$ cat src/rtl/leaf_stream_packer_if.sv
// rtl/leaf_stream_packer_if.sv - user-side and BFT-side stream bundle for leaf_stream_packer
//
// Purpose: carries the per-channel user streams into the packer and the
//          single packet stream out toward the BFT.
// Signals:
//   din_user2packer  channel i payload at [i*PAYLOAD_BITS +: PAYLOAD_BITS]
//   vld_user2packer  per-channel valid
//   ack_packer2user  per-channel accept (at most one bit high)
//   dout_packer2bft  {valid, dest_leaf, dest_port, payload}
//   vld_packer2bft   packet valid
//   ack_bft2packer   downstream accept
// Modports: master = environment (users + BFT), slave = packer.
interface leaf_stream_packer_if #(
    parameter int NUM_IN_PORTS = 4,
    parameter int PAYLOAD_BITS = 32,
    parameter int PACKET_BITS  = 40
);
    logic [NUM_IN_PORTS*PAYLOAD_BITS-1:0] din_user2packer;
    logic [NUM_IN_PORTS-1:0]              vld_user2packer;
    logic [NUM_IN_PORTS-1:0]              ack_packer2user;
    logic [PACKET_BITS-1:0]               dout_packer2bft;
    logic                                 vld_packer2bft;
    logic                                 ack_bft2packer;

    modport master (
        output din_user2packer, vld_user2packer, ack_bft2packer,
        input  ack_packer2user, dout_packer2bft, vld_packer2bft
    );

    modport slave (
        input  din_user2packer, vld_user2packer, ack_bft2packer,
        output ack_packer2user, dout_packer2bft, vld_packer2bft
    );
endinterface

$ cat src/rtl/leaf_stream_packer.sv
// rtl/leaf_stream_packer.sv - N-channel round-robin packer with per-channel credits and destinations
//
// Purpose: merges NUM_IN_PORTS user streams into one packet stream toward the
//          BFT through a one-entry output register.
// Ports:
//   clk_user       sole clock, rising edge
//   reset          synchronous, active-high
//   bus            leaf_stream_packer_if.slave (user streams in, packet stream out)
//   cfg_*          destination leaf/port and enable write for one channel
//   credit_*       credit return for one channel
module leaf_stream_packer #(
    parameter int NUM_IN_PORTS  = 4,
    parameter int PAYLOAD_BITS  = 32,
    parameter int NUM_LEAF_BITS = 3,
    parameter int NUM_PORT_BITS = 4,
    parameter int CREDIT_BITS   = 8,
    parameter int INIT_CREDITS  = 64
) (
    input  logic                     clk_user,
    input  logic                     reset,
    leaf_stream_packer_if.slave      bus,
    input  logic                     cfg_wr,
    input  logic [NUM_PORT_BITS-1:0] cfg_chan,
    input  logic [NUM_LEAF_BITS-1:0] cfg_dest_leaf,
    input  logic [NUM_PORT_BITS-1:0] cfg_dest_port,
    input  logic                     cfg_enable,
    input  logic                     credit_vld,
    input  logic [NUM_PORT_BITS-1:0] credit_chan,
    input  logic [CREDIT_BITS-1:0]   credit_count
);
    localparam int PACKET_BITS = 1 + NUM_LEAF_BITS + NUM_PORT_BITS + PAYLOAD_BITS;

    logic [CREDIT_BITS-1:0]   r_credit    [NUM_IN_PORTS];
    logic [NUM_IN_PORTS-1:0]  r_enable;
    logic [NUM_LEAF_BITS-1:0] r_dest_leaf [NUM_IN_PORTS];
    logic [NUM_PORT_BITS-1:0] r_dest_port [NUM_IN_PORTS];
    logic [NUM_PORT_BITS-1:0] r_last_grant;
    logic [PACKET_BITS-1:0]   r_dout;
    logic                     r_vld;

    logic                     w_load_en;
    logic                     w_accept;
    logic [NUM_IN_PORTS-1:0]  w_eligible;
    logic [NUM_IN_PORTS-1:0]  w_grant;
    logic [NUM_PORT_BITS-1:0] w_grant_idx;
    logic [NUM_LEAF_BITS-1:0] w_sel_leaf;
    logic [NUM_PORT_BITS-1:0] w_sel_port;
    logic [PAYLOAD_BITS-1:0]  w_sel_payload;
    logic [CREDIT_BITS-1:0]   w_credit_next [NUM_IN_PORTS];

    assign w_load_en = !r_vld || bus.ack_bft2packer;
    // Reset masks the accept so nothing is acked or consumed in a reset cycle.
    assign w_accept  = w_load_en && (w_grant != '0) && !reset;

    assign bus.ack_packer2user = w_grant & {NUM_IN_PORTS{w_load_en && !reset}};
    assign bus.dout_packer2bft = r_dout;
    assign bus.vld_packer2bft  = r_vld;

    always_comb begin
        w_eligible = '0;
        for (int i = 0; i < NUM_IN_PORTS; i++) begin
            w_eligible[i] = bus.vld_user2packer[i] && r_enable[i] && (r_credit[i] != '0);
        end
    end

    // Walk candidates from farthest to nearest after last_grant; the last hit
    // assigned is therefore the nearest eligible channel in round-robin order.
    always_comb begin
        logic [NUM_PORT_BITS:0]  v_cand;
        logic [NUM_IN_PORTS-1:0] v_shift;
        w_grant = '0;
        v_cand  = '0;
        v_shift = '0;
        for (int k = NUM_IN_PORTS; k >= 1; k--) begin
            v_cand = {1'b0, r_last_grant} + (NUM_PORT_BITS+1)'(k);
            if (v_cand >= (NUM_PORT_BITS+1)'(NUM_IN_PORTS)) begin
                v_cand = v_cand - (NUM_PORT_BITS+1)'(NUM_IN_PORTS);
            end
            v_shift = w_eligible >> v_cand;
            if (v_shift[0]) begin
                w_grant = NUM_IN_PORTS'(1) << v_cand;
            end
        end
    end

    // One-hot grant, so OR-reduction acts as the select mux.
    always_comb begin
        w_grant_idx   = '0;
        w_sel_leaf    = '0;
        w_sel_port    = '0;
        w_sel_payload = '0;
        for (int i = 0; i < NUM_IN_PORTS; i++) begin
            if (w_grant[i]) begin
                w_grant_idx   = w_grant_idx   | NUM_PORT_BITS'(i);
                w_sel_leaf    = w_sel_leaf    | r_dest_leaf[i];
                w_sel_port    = w_sel_port    | r_dest_port[i];
                w_sel_payload = w_sel_payload | bus.din_user2packer[i*PAYLOAD_BITS +: PAYLOAD_BITS];
            end
        end
    end

    // Saturate the returned credits first, then take the accept decrement.
    // An accepting channel had credit >= 1, so the decrement cannot underflow.
    always_comb begin
        logic [CREDIT_BITS-1:0] v_add;
        logic [CREDIT_BITS:0]   v_sum;
        logic [CREDIT_BITS-1:0] v_sat;
        v_add = '0;
        v_sum = '0;
        v_sat = '0;
        for (int i = 0; i < NUM_IN_PORTS; i++) begin
            v_add = (credit_vld && credit_chan == NUM_PORT_BITS'(i)) ? credit_count : '0;
            v_sum = {1'b0, r_credit[i]} + {1'b0, v_add};
            v_sat = v_sum[CREDIT_BITS] ? '1 : v_sum[CREDIT_BITS-1:0];
            w_credit_next[i] = v_sat - CREDIT_BITS'(w_accept && w_grant[i]);
        end
    end

    always_ff @(posedge clk_user) begin
        if (reset) begin
            r_vld        <= 1'b0;
            r_dout       <= '0;
            r_last_grant <= NUM_PORT_BITS'(NUM_IN_PORTS - 1);
            r_enable     <= '0;
            for (int i = 0; i < NUM_IN_PORTS; i++) begin
                r_credit[i]    <= CREDIT_BITS'(INIT_CREDITS);
                r_dest_leaf[i] <= '0;
                r_dest_port[i] <= NUM_PORT_BITS'(i);
            end
        end else begin
            if (w_load_en) begin
                if (w_accept) begin
                    r_dout       <= {1'b1, w_sel_leaf, w_sel_port, w_sel_payload};
                    r_vld        <= 1'b1;
                    r_last_grant <= w_grant_idx;
                end else begin
                    // Only the valid bit is cleared; the rest of the word holds.
                    r_vld                 <= 1'b0;
                    r_dout[PACKET_BITS-1] <= 1'b0;
                end
            end
            for (int i = 0; i < NUM_IN_PORTS; i++) begin
                r_credit[i] <= w_credit_next[i];
                if (cfg_wr && cfg_chan == NUM_PORT_BITS'(i)) begin
                    r_dest_leaf[i] <= cfg_dest_leaf;
                    r_dest_port[i] <= cfg_dest_port;
                    r_enable[i]    <= cfg_enable;
                end
            end
        end
    end
endmodule

$ cat src/flat_wrapper.sv
// flat-port wrapper written by rule: the top's interface ports become plain ports
module leaf_stream_packer_flat 
#(
    parameter int NUM_IN_PORTS  = 4,
    parameter int PAYLOAD_BITS  = 32,
    parameter int NUM_LEAF_BITS = 3,
    parameter int NUM_PORT_BITS = 4,
    parameter int CREDIT_BITS   = 8,
    parameter int INIT_CREDITS  = 64
)
  (clk_user, reset, cfg_wr, cfg_chan, cfg_dest_leaf, cfg_dest_port, cfg_enable, credit_vld, credit_chan, credit_count, bus_din_user2packer, bus_vld_user2packer, bus_ack_bft2packer, bus_ack_packer2user, bus_dout_packer2bft, bus_vld_packer2bft);
  leaf_stream_packer_if #(.NUM_IN_PORTS(NUM_IN_PORTS), .PAYLOAD_BITS(PAYLOAD_BITS), .PACKET_BITS((1 + (3) + (4) + (32)))) bus_i ();
  input  logic clk_user;
  input  logic reset;
  input  logic cfg_wr;
  input  logic [NUM_PORT_BITS-1:0] cfg_chan;
  input  logic [NUM_LEAF_BITS-1:0] cfg_dest_leaf;
  input  logic [NUM_PORT_BITS-1:0] cfg_dest_port;
  input  logic cfg_enable;
  input  logic credit_vld;
  input  logic [NUM_PORT_BITS-1:0] credit_chan;
  input  logic [CREDIT_BITS-1:0] credit_count;
  input wire logic [$bits(bus_i.din_user2packer)-1:0] bus_din_user2packer;
  input wire logic [$bits(bus_i.vld_user2packer)-1:0] bus_vld_user2packer;
  input wire logic [$bits(bus_i.ack_bft2packer)-1:0] bus_ack_bft2packer;
  output wire logic [$bits(bus_i.ack_packer2user)-1:0] bus_ack_packer2user;
  output wire logic [$bits(bus_i.dout_packer2bft)-1:0] bus_dout_packer2bft;
  output wire logic [$bits(bus_i.vld_packer2bft)-1:0] bus_vld_packer2bft;
  assign bus_i.din_user2packer = bus_din_user2packer;
  assign bus_i.vld_user2packer = bus_vld_user2packer;
  assign bus_i.ack_bft2packer = bus_ack_bft2packer;
  assign bus_ack_packer2user = bus_i.ack_packer2user;
  assign bus_dout_packer2bft = bus_i.dout_packer2bft;
  assign bus_vld_packer2bft = bus_i.vld_packer2bft;
  leaf_stream_packer #(.NUM_IN_PORTS(NUM_IN_PORTS), .PAYLOAD_BITS(PAYLOAD_BITS), .NUM_LEAF_BITS(NUM_LEAF_BITS), .NUM_PORT_BITS(NUM_PORT_BITS), .CREDIT_BITS(CREDIT_BITS), .INIT_CREDITS(INIT_CREDITS)) u_core (.clk_user(clk_user), .reset(reset), .bus(bus_i), .cfg_wr(cfg_wr), .cfg_chan(cfg_chan), .cfg_dest_leaf(cfg_dest_leaf), .cfg_dest_port(cfg_dest_port), .cfg_enable(cfg_enable), .credit_vld(credit_vld), .credit_chan(credit_chan), .credit_count(credit_count));
endmodule
$ cat config.mk
export PLATFORM = sky130hd
export DESIGN_NAME = leaf_stream_packer_flat
export DESIGN_NICKNAME = d
export VERILOG_FILES = /design/src/rtl/leaf_stream_packer_if.sv /design/src/rtl/leaf_stream_packer.sv /design/src/flat_wrapper.sv
export SDC_FILE = /design/constraint.sdc
export NUM_CORES = 1
export LEC_CHECK = 0
export BUFFER_PORTS_ARGS = -buffer_cell sky130_fd_sc_hd__buf_4
export CORE_MARGIN = 2
export CORE_UTILIZATION = 40
export CTS_BUF_LIST = sky130_fd_sc_hd__clkbuf_2 sky130_fd_sc_hd__clkbuf_4 sky130_fd_sc_hd__clkbuf_8
export CTS_CLUSTER_SIZE = 24
export DETAILED_ROUTE_END_ITERATION = 10
export SLEW_MARGIN = 20
export SYNTH_ARGS = -nofsm -noshare
export SYNTH_HDL_FRONTEND = slang
export SYNTH_SLANG_ARGS = --single-unit
$ cat constraint.sdc
create_clock -name clk_user -period 6.3 [get_ports clk_user]
set_input_delay 0.945 -clock clk_user [delete_from_list [all_inputs] [get_ports clk_user]]
set_output_delay 0.945 -clock clk_user [all_outputs]
set_load 0.01 [all_outputs]
==> impl_metrics.xml, run 1 <==
<?xml version="1.0" encoding="UTF-8"?>
<metrics>
  <group name="synthesis">
    <metric name="post-synth-top-count-cell" unit="">sky130_fd_sc_hd__nand2_1</metric>
    <metric name="synth_cell_type_count" unit="">63</metric>
    <metric name="asyncSetResetFlopFracSynth" unit="%">0</metric>
    <metric name="ys_ff_latch" unit="">106</metric>
    <metric name="postSynthNetCount" unit="">1148</metric>
    <metric name="synth-edff-count" unit="">28</metric>
    <metric name="synth_top_flop_cell" unit="">sky130_fd_sc_hd__dfxtp_1</metric>
    <metric name="post-synth-top-area-cell" unit="">sky130_fd_sc_hd__dfxtp_1</metric>
    <metric name="postSynthAreaPerCell" unit="sq um">8.447</metric>
    <metric name="synth_top_cells_by_count" unit="">sky130_fd_sc_hd__nand2_1, sky130_fd_sc_hd__a21oi_1, sky130_fd_sc_hd__dfxtp_1</metric>
    <metric name="mappedNetlistArea" unit="sq um">7881</metric>
    <metric name="synthDominantCellAreaShare" unit="%">19.81</metric>
    <metric name="synth_seq_area_share" unit="%">30.48</metric>
    <metric name="synth_area_leaders" unit="">sky130_fd_sc_hd__dfxtp_1, sky130_fd_sc_hd__edfxtp_1, sky130_fd_sc_hd__ha_1, sky130_fd_sc_hd__nand2_1, sky130_fd_sc_hd__a21oi_1</metric>
    <metric name="postSynthCellCount" unit="">933</metric>
    <metric name="synth-warning-count" unit="">0</metric>
  </group>
  <group name="clock_network">
    <metric name="worstSkewPairLatency" unit="ps">410</metric>
    <metric name="cts_setup_buffers" unit="">0</metric>
    <metric name="clk_pin_slew_worst_paths" unit="ps">130</metric>
    <metric name="cts-buffers-inserted" unit="">9</metric>
    <metric name="clock_sinks" unit="">106</metric>
    <metric name="clock_path_buffers" unit="">2</metric>
    <metric name="h_tree_depth" unit="">3</metric>
    <metric name="cts.hold.buffers_added" unit="">0</metric>
    <metric name="cts_resized" unit="">0</metric>
    <metric name="tritoncts_clock_tree" unit="">built</metric>
    <metric name="root_buffer" unit="">sky130_fd_sc_hd__clkbuf_8</metric>
  </group>
  <group name="global_routing">
    <metric name="grt-ovfl-total" unit="">0</metric>
    <metric name="grt_pass1_wl" unit="um">38240</metric>
    <metric name="first_global_vias" unit="">7186</metric>
    <metric name="track_usage" unit="%">23.50</metric>
    <metric name="grt_max_degree" unit="">56</metric>
    <metric name="initial_antenna_violation_count" unit="">0</metric>
  </group>
  <group name="worst_setup_path">
    <metric name="crit_path_start" unit="">u_core.r_credit[3][1]</metric>
    <metric name="r2r-end" unit="">u_core.bus.dout_packer2bft[1]</metric>
    <metric name="setup.worst_path.end_class" unit="">primary output</metric>
    <metric name="worst_path_largest_cell_delay" unit="ps">970</metric>
    <metric name="rrSetupSlack" unit="ps">1730</metric>
    <metric name="crit_chain" unit="">nor4_1, a21o_1, mux4_2, inv_2, a221oi_4, o21ai_2, and2_1, buf_4</metric>
    <metric name="worstPathBufferInverterCount" unit="">2</metric>
    <metric name="cp_top_family" unit="">compound AO/OA/AOI/OAI gates</metric>
    <metric name="critPathKind" unit="">register to primary output</metric>
    <metric name="worst_ep_required_time" unit="ps">5350</metric>
    <metric name="path_max_fanout" unit="">48</metric>
    <metric name="critPathLaunchType" unit="">register</metric>
    <metric name="worstPathArrival" unit="ps">3870</metric>
    <metric name="r2r_cells" unit="">10</metric>
    <metric name="timing.rr.start" unit="">u_core.r_credit[3][1]</metric>
    <metric name="cpMaxStageDelayCell" unit="">sky130_fd_sc_hd__mux4_2</metric>
  </group>
  <group name="routing">
    <metric name="drt_pass_1_iters" unit="">5</metric>
    <metric name="route.detailed.drc" unit="">0</metric>
    <metric name="num_vias" unit="">7402</metric>
    <metric name="totalWireLength" unit="um">24530</metric>
    <metric name="via_per_inst" unit="">5.387</metric>
    <metric name="post_drt_wl_per_cell" unit="um">17.86</metric>
    <metric name="initialDrtViolationCount" unit="">409</metric>
    <metric name="antenna_violating_nets_post_route" unit="">0</metric>
  </group>
  <group name="worst_hold_path">
    <metric name="timing.hold.worst_endpoint" unit="">u_core.r_enable[2]</metric>
    <metric name="whs_path_depth" unit="">2</metric>
    <metric name="worstHoldPathType" unit="">register to register</metric>
    <metric name="holdCritStartpoint" unit="">u_core.r_enable[2]</metric>
  </group>
  <group name="cells_and_area">
    <metric name="regArea" unit="sq um">2402</metric>
    <metric name="multi_input_area" unit="sq um">5169</metric>
    <metric name="layout-area-overhead-vs-synth" unit="%">24.48</metric>
    <metric name="drive_above_1_share" unit="%">23.17</metric>
    <metric name="num-nets-final" unit="">1319</metric>
    <metric name="instances_no_fill" unit="">1374</metric>
    <metric name="filler_cell_count" unit="">1924</metric>
    <metric name="diodes" unit="">0</metric>
  </group>
  <group name="place">
    <metric name="place_inst" unit="">1358</metric>
    <metric name="gp_routability_congestion" unit="">0.8654</metric>
    <metric name="place_hpwl" unit="um">17960</metric>
    <metric name="port-buffer-count" unit="">205</metric>
  </group>
  <group name="floorplanning">
    <metric name="pin_count" unit="">206</metric>
    <metric name="core.rowCount" unit="">51</metric>
    <metric name="die_area" unit="sq um">20840</metric>
    <metric name="chipHeight" unit="um">144.4</metric>
    <metric name="placeableCoreArea" unit="sq um">19400</metric>
    <metric name="die_x" unit="um">144.4</metric>
    <metric name="start_util" unit="%">40.63</metric>
  </group>
  <group name="power_and_ir_drop">
    <metric name="leakagePower" unit="nW">4.482</metric>
    <metric name="ir_drop" unit="V">0.0001110</metric>
    <metric name="power_per_cell_area" unit="nW/um^2">141.7</metric>
  </group>
  <group name="sta">
    <metric name="setup_viol_count_final" unit="">0</metric>
    <metric name="timing.final.hold_violations" unit="">0</metric>
    <metric name="timing.setup.tns" unit="ps">0</metric>
    <metric name="max_freq" unit="MHz">207.7</metric>
    <metric name="clock_period_minus_worst_slack" unit="ps">4814</metric>
    <metric name="min_period_over_period" unit="%">76.41</metric>
    <metric name="timing_worst_slew_pin_value" unit="ps">1069</metric>
    <metric name="slew_headroom" unit="%">28.77</metric>
    <metric name="rsz0062_at_grt" unit="">false</metric>
    <metric name="final-max-slew-violation-count" unit="">0</metric>
    <metric name="clock_skew" unit="ps">25.61</metric>
  </group>
  <group name="run_status">
    <metric name="status" unit="">finished clean</metric>
  </group>
  <group name="flow_run">
    <metric name="max_cap_violations" unit="">0</metric>
  </group>
</metrics>
worst max path at each step:
stage                                         to  cells past startpoint
final                     bus_ack_packer2user[0]                      8
after global routing      bus_ack_packer2user[0]                      8
after CTS                 bus_ack_packer2user[0]                      8
after detailed placement   u_core.r_credit[0][6]                     18
after global placement     u_core.r_credit[0][6]                     18
after floorplan            u_core.r_credit[0][6]                     16
cells in the final DEF (no fill, tap or decap), types with 5 or more instances in the layout:
cell                        instances
sky130_fd_sc_hd__ha_1              50
sky130_fd_sc_hd__clkbuf_8           9
sky130_fd_sc_hd__nor3b_1            8
sky130_fd_sc_hd__nand2_1          110
sky130_fd_sc_hd__nand2b_1          46
sky130_fd_sc_hd__xor2_1            15
sky130_fd_sc_hd__edfxtp_1          28
sky130_fd_sc_hd__a21boi_0          40
sky130_fd_sc_hd__o21ai_0           52
sky130_fd_sc_hd__o21bai_1           8
sky130_fd_sc_hd__nand3_1           40
sky130_fd_sc_hd__nand3b_1           5
sky130_fd_sc_hd__nor4_1             7
sky130_fd_sc_hd__nor2_1            42
sky130_fd_sc_hd__a2111oi_0         39
sky130_fd_sc_hd__a21o_1            11
sky130_fd_sc_hd__buf_4            218
sky130_fd_sc_hd__mux2i_1           39
sky130_fd_sc_hd__nor3_1             7
sky130_fd_sc_hd__xnor2_1           24
sky130_fd_sc_hd__and2_1            61
sky130_fd_sc_hd__a21oi_1           81
sky130_fd_sc_hd__or3_1              6
sky130_fd_sc_hd__o21a_1             7
sky130_fd_sc_hd__dfxtp_1           78
sky130_fd_sc_hd__inv_1             17
power breakdown:
group	internal [mW]	switching, mW
clock	0.159	0.290
sequential	0.716	0.0112
combinational	0.114	0.0988
layout make-up:
| class | instances | area share, % |
|---|---|---|
| sequential | 106 | 24.49 |
| clock inverter | 7 | 0.7780 |
| inverter | 19 | 0.7269 |
| tap | 265 | 3.380 |
| timing repair buffer | 218 | 16.68 |
| clock buffer | 9 | 1.263 |
| multi-input combinational | 750 | 52.68 |
flip-flops by register name, summed over array words and instances, names as in the netlist:
signal                      flops
u_core.bus.dout_packer2bft     40
u_core.r_credit                32
u_core.r_dest_leaf             12
u_core.r_dest_port             16
u_core.r_enable                 4
u_core.r_last_grant             2
worst reg2reg max path: cells and delay by family, from the launching register on:
kind / cells / cell delay [ps]
DFF: 1 / 370
AOI/OAI and AO/OA: 4 / 1200
buffers and inverters: 3 / 1020
and+or+nand+nor: 1 / 660
muxes: 2 / 1250
cells by family (layout without fill, tap and decap cells):
group | count (synthesis) | after routing | share of synthesized area [%]
flops | 106 | 106 | 30.48
xor+xnor | 42 | 42 | 5.191
fa+ha+maj | 54 | 54 | 8.954
simple gates | 347 | 347 | 22.56
compound gates | 266 | 266 | 22.99
mux | 41 | 41 | 5.525
buf+inv | 77 | 253 | 4.302
per-layer routing:
| metal | wire, um | part of all wire (%) | track usage [%] | vias to the layer above |
|---|---|---|---|---|
| li1 | - | - | - | 3675 |
| met1 | 11200 | 46 | 31.53 | 3429 |
| met2 | 11080 | 45 | 38.01 | 260 |
| met3 | 1682 | 6.9 | 5.000 | 38 |
| met4 | 564 | 2.3 | 7.154 | 0 |
| met5 | 0 | 0 | 0 | - |
metrics by stage:
| step | utilization (%) | total power, mW | setup WS, ps | hold WS [ps] | cell area, sq um |
|---|---|---|---|---|---|
| detailed placement | 49.54 | 0.9544 | 1406 | 461.0 | 9610 |
| global route | 50.57 | 1.445 | 1187 | 500.2 | 9811 |
| global placement | 49.54 | 0.9551 | 1388 | 461.5 | 9610 |
| finish | 50.57 | 1.390 | 1486 | 477.4 | 9811 |
| floorplan | - | 0.8375 | 2255 | 445.4 | 7881 |
| CTS | 50.57 | 1.402 | 1465 | 483.4 | 9811 |
(Power assumes the default switching activity.)
==> run 2, diff against run 1 <==
==> constraint.sdc (replaced) <==
create_clock -name clk_user -period 4.6 [get_ports clk_user]
set_input_delay 0.69 -clock clk_user [delete_from_list [all_inputs] [get_ports clk_user]]
set_output_delay 0.69 -clock clk_user [all_outputs]
set_load 0.01 [all_outputs]
==> impl_metrics.xml, run 2 (synthesis results as in run 1) <==
<?xml version="1.0" encoding="UTF-8"?>
<metrics>
  <group name="clock_network">
    <metric name="h_tree_depth" unit="">3</metric>
    <metric name="cts_resized" unit="">0</metric>
    <metric name="cts_setup_buffers" unit="">0</metric>
    <metric name="clock_path_buffers" unit="">2</metric>
    <metric name="tritoncts_clock_tree" unit="">built</metric>
    <metric name="clock_sinks" unit="">106</metric>
    <metric name="root_buffer" unit="">sky130_fd_sc_hd__clkbuf_8</metric>
    <metric name="cts.hold.buffers_added" unit="">0</metric>
    <metric name="worstSkewPairLatency" unit="ps">410</metric>
    <metric name="clk_pin_slew_worst_paths" unit="ps">120</metric>
    <metric name="cts-buffers-inserted" unit="">9</metric>
  </group>
  <group name="sta">
    <metric name="rsz0062_at_grt" unit="">false</metric>
    <metric name="clock_period_minus_worst_slack" unit="ps">4002</metric>
    <metric name="clock_skew" unit="ps">13.54</metric>
    <metric name="timing.setup.tns" unit="ps">0</metric>
    <metric name="finalWorstSetupSlack" unit="ps">598.0</metric>
    <metric name="slew_headroom" unit="%">31.60</metric>
    <metric name="timing_worst_slew_pin_value" unit="ps">1024</metric>
    <metric name="setup_viol_count_final" unit="">0</metric>
    <metric name="timing.final.hold_violations" unit="">0</metric>
    <metric name="final-max-slew-violation-count" unit="">0</metric>
    <metric name="max_freq" unit="MHz">249.9</metric>
    <metric name="min_period_over_period" unit="%">87.00</metric>
  </group>
  <group name="global_routing">
    <metric name="track_usage" unit="%">23.15</metric>
    <metric name="initial_antenna_violation_count" unit="">0</metric>
    <metric name="grt-ovfl-total" unit="">0</metric>
    <metric name="grt_max_degree" unit="">82</metric>
    <metric name="first_global_vias" unit="">7068</metric>
    <metric name="grt_pass1_wl" unit="um">37500</metric>
  </group>
  <group name="cells_and_area">
    <metric name="largest_register_ffs" unit="">40</metric>
    <metric name="diodes" unit="">0</metric>
    <metric name="finish.utilization" unit="%">50.80</metric>
    <metric name="layout.cells.most_common_list" unit="">sky130_fd_sc_hd__buf_4, sky130_fd_sc_hd__nand2_1, sky130_fd_sc_hd__a21oi_1</metric>
    <metric name="drive_above_1_share" unit="%">23.66</metric>
    <metric name="final_common_cell" unit="">sky130_fd_sc_hd__buf_4</metric>
    <metric name="num-nets-final" unit="">1326</metric>
    <metric name="layout-area-overhead-vs-synth" unit="%">25.04</metric>
  </group>
  <group name="worst_setup_path">
    <metric name="r2r_cells" unit="">14</metric>
    <metric name="rrSetupSlack" unit="ps">600</metric>
    <metric name="worstPathArrival" unit="ps">4300</metric>
    <metric name="r2r-end" unit="">u_core.r_credit[3][6]</metric>
    <metric name="path_max_fanout" unit="">10</metric>
    <metric name="critPathLaunchType" unit="">register</metric>
    <metric name="worst_ep_required_time" unit="ps">4900</metric>
    <metric name="timing.rr.start" unit="">u_core.r_last_grant[0]</metric>
    <metric name="critPathKind" unit="">register to register</metric>
    <metric name="setup.worst_path.end_class" unit="">register</metric>
  </group>
  <group name="power_and_ir_drop">
    <metric name="ir_drop" unit="V">0.0001330</metric>
    <metric name="total_power" unit="mW">1.886</metric>
    <metric name="leakagePower" unit="nW">4.504</metric>
    <metric name="power_per_cell_area" unit="nW/um^2">191.4</metric>
  </group>
  <group name="floorplanning">
    <metric name="start_util" unit="%">40.63</metric>
    <metric name="die_area" unit="sq um">20840</metric>
    <metric name="core.rowCount" unit="">51</metric>
    <metric name="die_x" unit="um">144.4</metric>
    <metric name="pin_count" unit="">206</metric>
    <metric name="chipHeight" unit="um">144.4</metric>
    <metric name="placeableCoreArea" unit="sq um">19400</metric>
  </group>
  <group name="worst_hold_path">
    <metric name="worstHoldPathType" unit="">register to register</metric>
    <metric name="holdCritStartpoint" unit="">u_core.r_enable[2]</metric>
    <metric name="timing.hold.worst_endpoint" unit="">u_core.r_enable[2]</metric>
    <metric name="whs_path_depth" unit="">2</metric>
  </group>
  <group name="place">
    <metric name="post-place-ws" unit="ps">405.0</metric>
    <metric name="place_hpwl" unit="um">17680</metric>
    <metric name="port-buffer-count" unit="">205</metric>
    <metric name="gp_routability_congestion" unit="">0.8654</metric>
  </group>
  <group name="routing">
    <metric name="via_per_inst" unit="">5.328</metric>
    <metric name="antenna_violating_nets_post_route" unit="">0</metric>
    <metric name="drt_pass_1_iters" unit="">5</metric>
    <metric name="totalWireLength" unit="um">24410</metric>
    <metric name="num_vias" unit="">7358</metric>
    <metric name="route.detailed.drc" unit="">0</metric>
    <metric name="initialDrtViolationCount" unit="">300</metric>
    <metric name="post_drt_wl_per_cell" unit="um">17.67</metric>
  </group>
  <group name="flow_run">
    <metric name="max_cap_violations" unit="">0</metric>
  </group>
  <group name="run_status">
    <metric name="status" unit="">finished clean</metric>
  </group>
</metrics>
[run 2: worst max path at each step]
stage | endpoint | depth (start not counted) | slack (ps) | start
2_1_floorplan | u_core.r_credit[0][6] | 16 | 810 | credit_chan[3]
3_3_place_gp | u_core.r_credit[1][6] | 17 | 480 | credit_chan[3]
3_5_place_dp | u_core.r_credit[1][6] | 17 | 400 | credit_chan[3]
4_1_cts | u_core.r_credit[3][6] | 14 | 590 | u_core.r_last_grant[0]
5_1_grt | u_core.r_credit[3][6] | 14 | 280 | u_core.r_last_grant[0]
6_report | u_core.r_credit[3][6] | 14 | 600 | u_core.r_last_grant[0]
[run 2: where the power goes]
part,internal (mW),total [mW],switching (mW)
clock,0.216,0.603,0.387
sequential,0.981,0.996,0.0155
combinational,0.157,0.287,0.130
[run 2: routing by layer]
layer  part of all wire (%)  vias up  track usage (%)
met5                      0        -                0
met1                     45     3414            30.08
met2                     48      206            39.91
met4                    1.4        0            6.387
met3                    6.2       22            3.675
li1                       -     3716                -
[run 2: area by class of cell]
class	instances	area (sq um)
fillers	1920	9544
multi-input cells	750	5169
flip-flops and latches	106	2402
repair buffers	225	1689
well taps	265	331.6
clock buffers	10	131.4
inverters	19	71.32
clock inverters	6	60.06
[run 2: per-stage QoR]
step	cells	cell area, sq um	hold slack, ps
after global routing	1381	9854	511.1
after floorplan	933	7881	445.4
after detailed placement	1365	9663	467.7
final	1381	9854	482.0
after CTS	1381	9854	487.3
after global placement	1365	9663	462.9
[run 2: critical path, stage by stage, from the launching register on]
cell                       delay [ps]
sky130_fd_sc_hd__dfxtp_1          590
sky130_fd_sc_hd__inv_2            160
sky130_fd_sc_hd__ha_1             390
sky130_fd_sc_hd__a211oi_1         330
sky130_fd_sc_hd__o21ai_1          160
sky130_fd_sc_hd__a211oi_2         490
sky130_fd_sc_hd__a221oi_1         230
sky130_fd_sc_hd__o21a_1           260
sky130_fd_sc_hd__nor2_1           290
sky130_fd_sc_hd__ha_1             210
sky130_fd_sc_hd__ha_1             200
sky130_fd_sc_hd__nand2_1           90
sky130_fd_sc_hd__nor2_1           120
sky130_fd_sc_hd__xor2_1            70
sky130_fd_sc_hd__or3_1            300
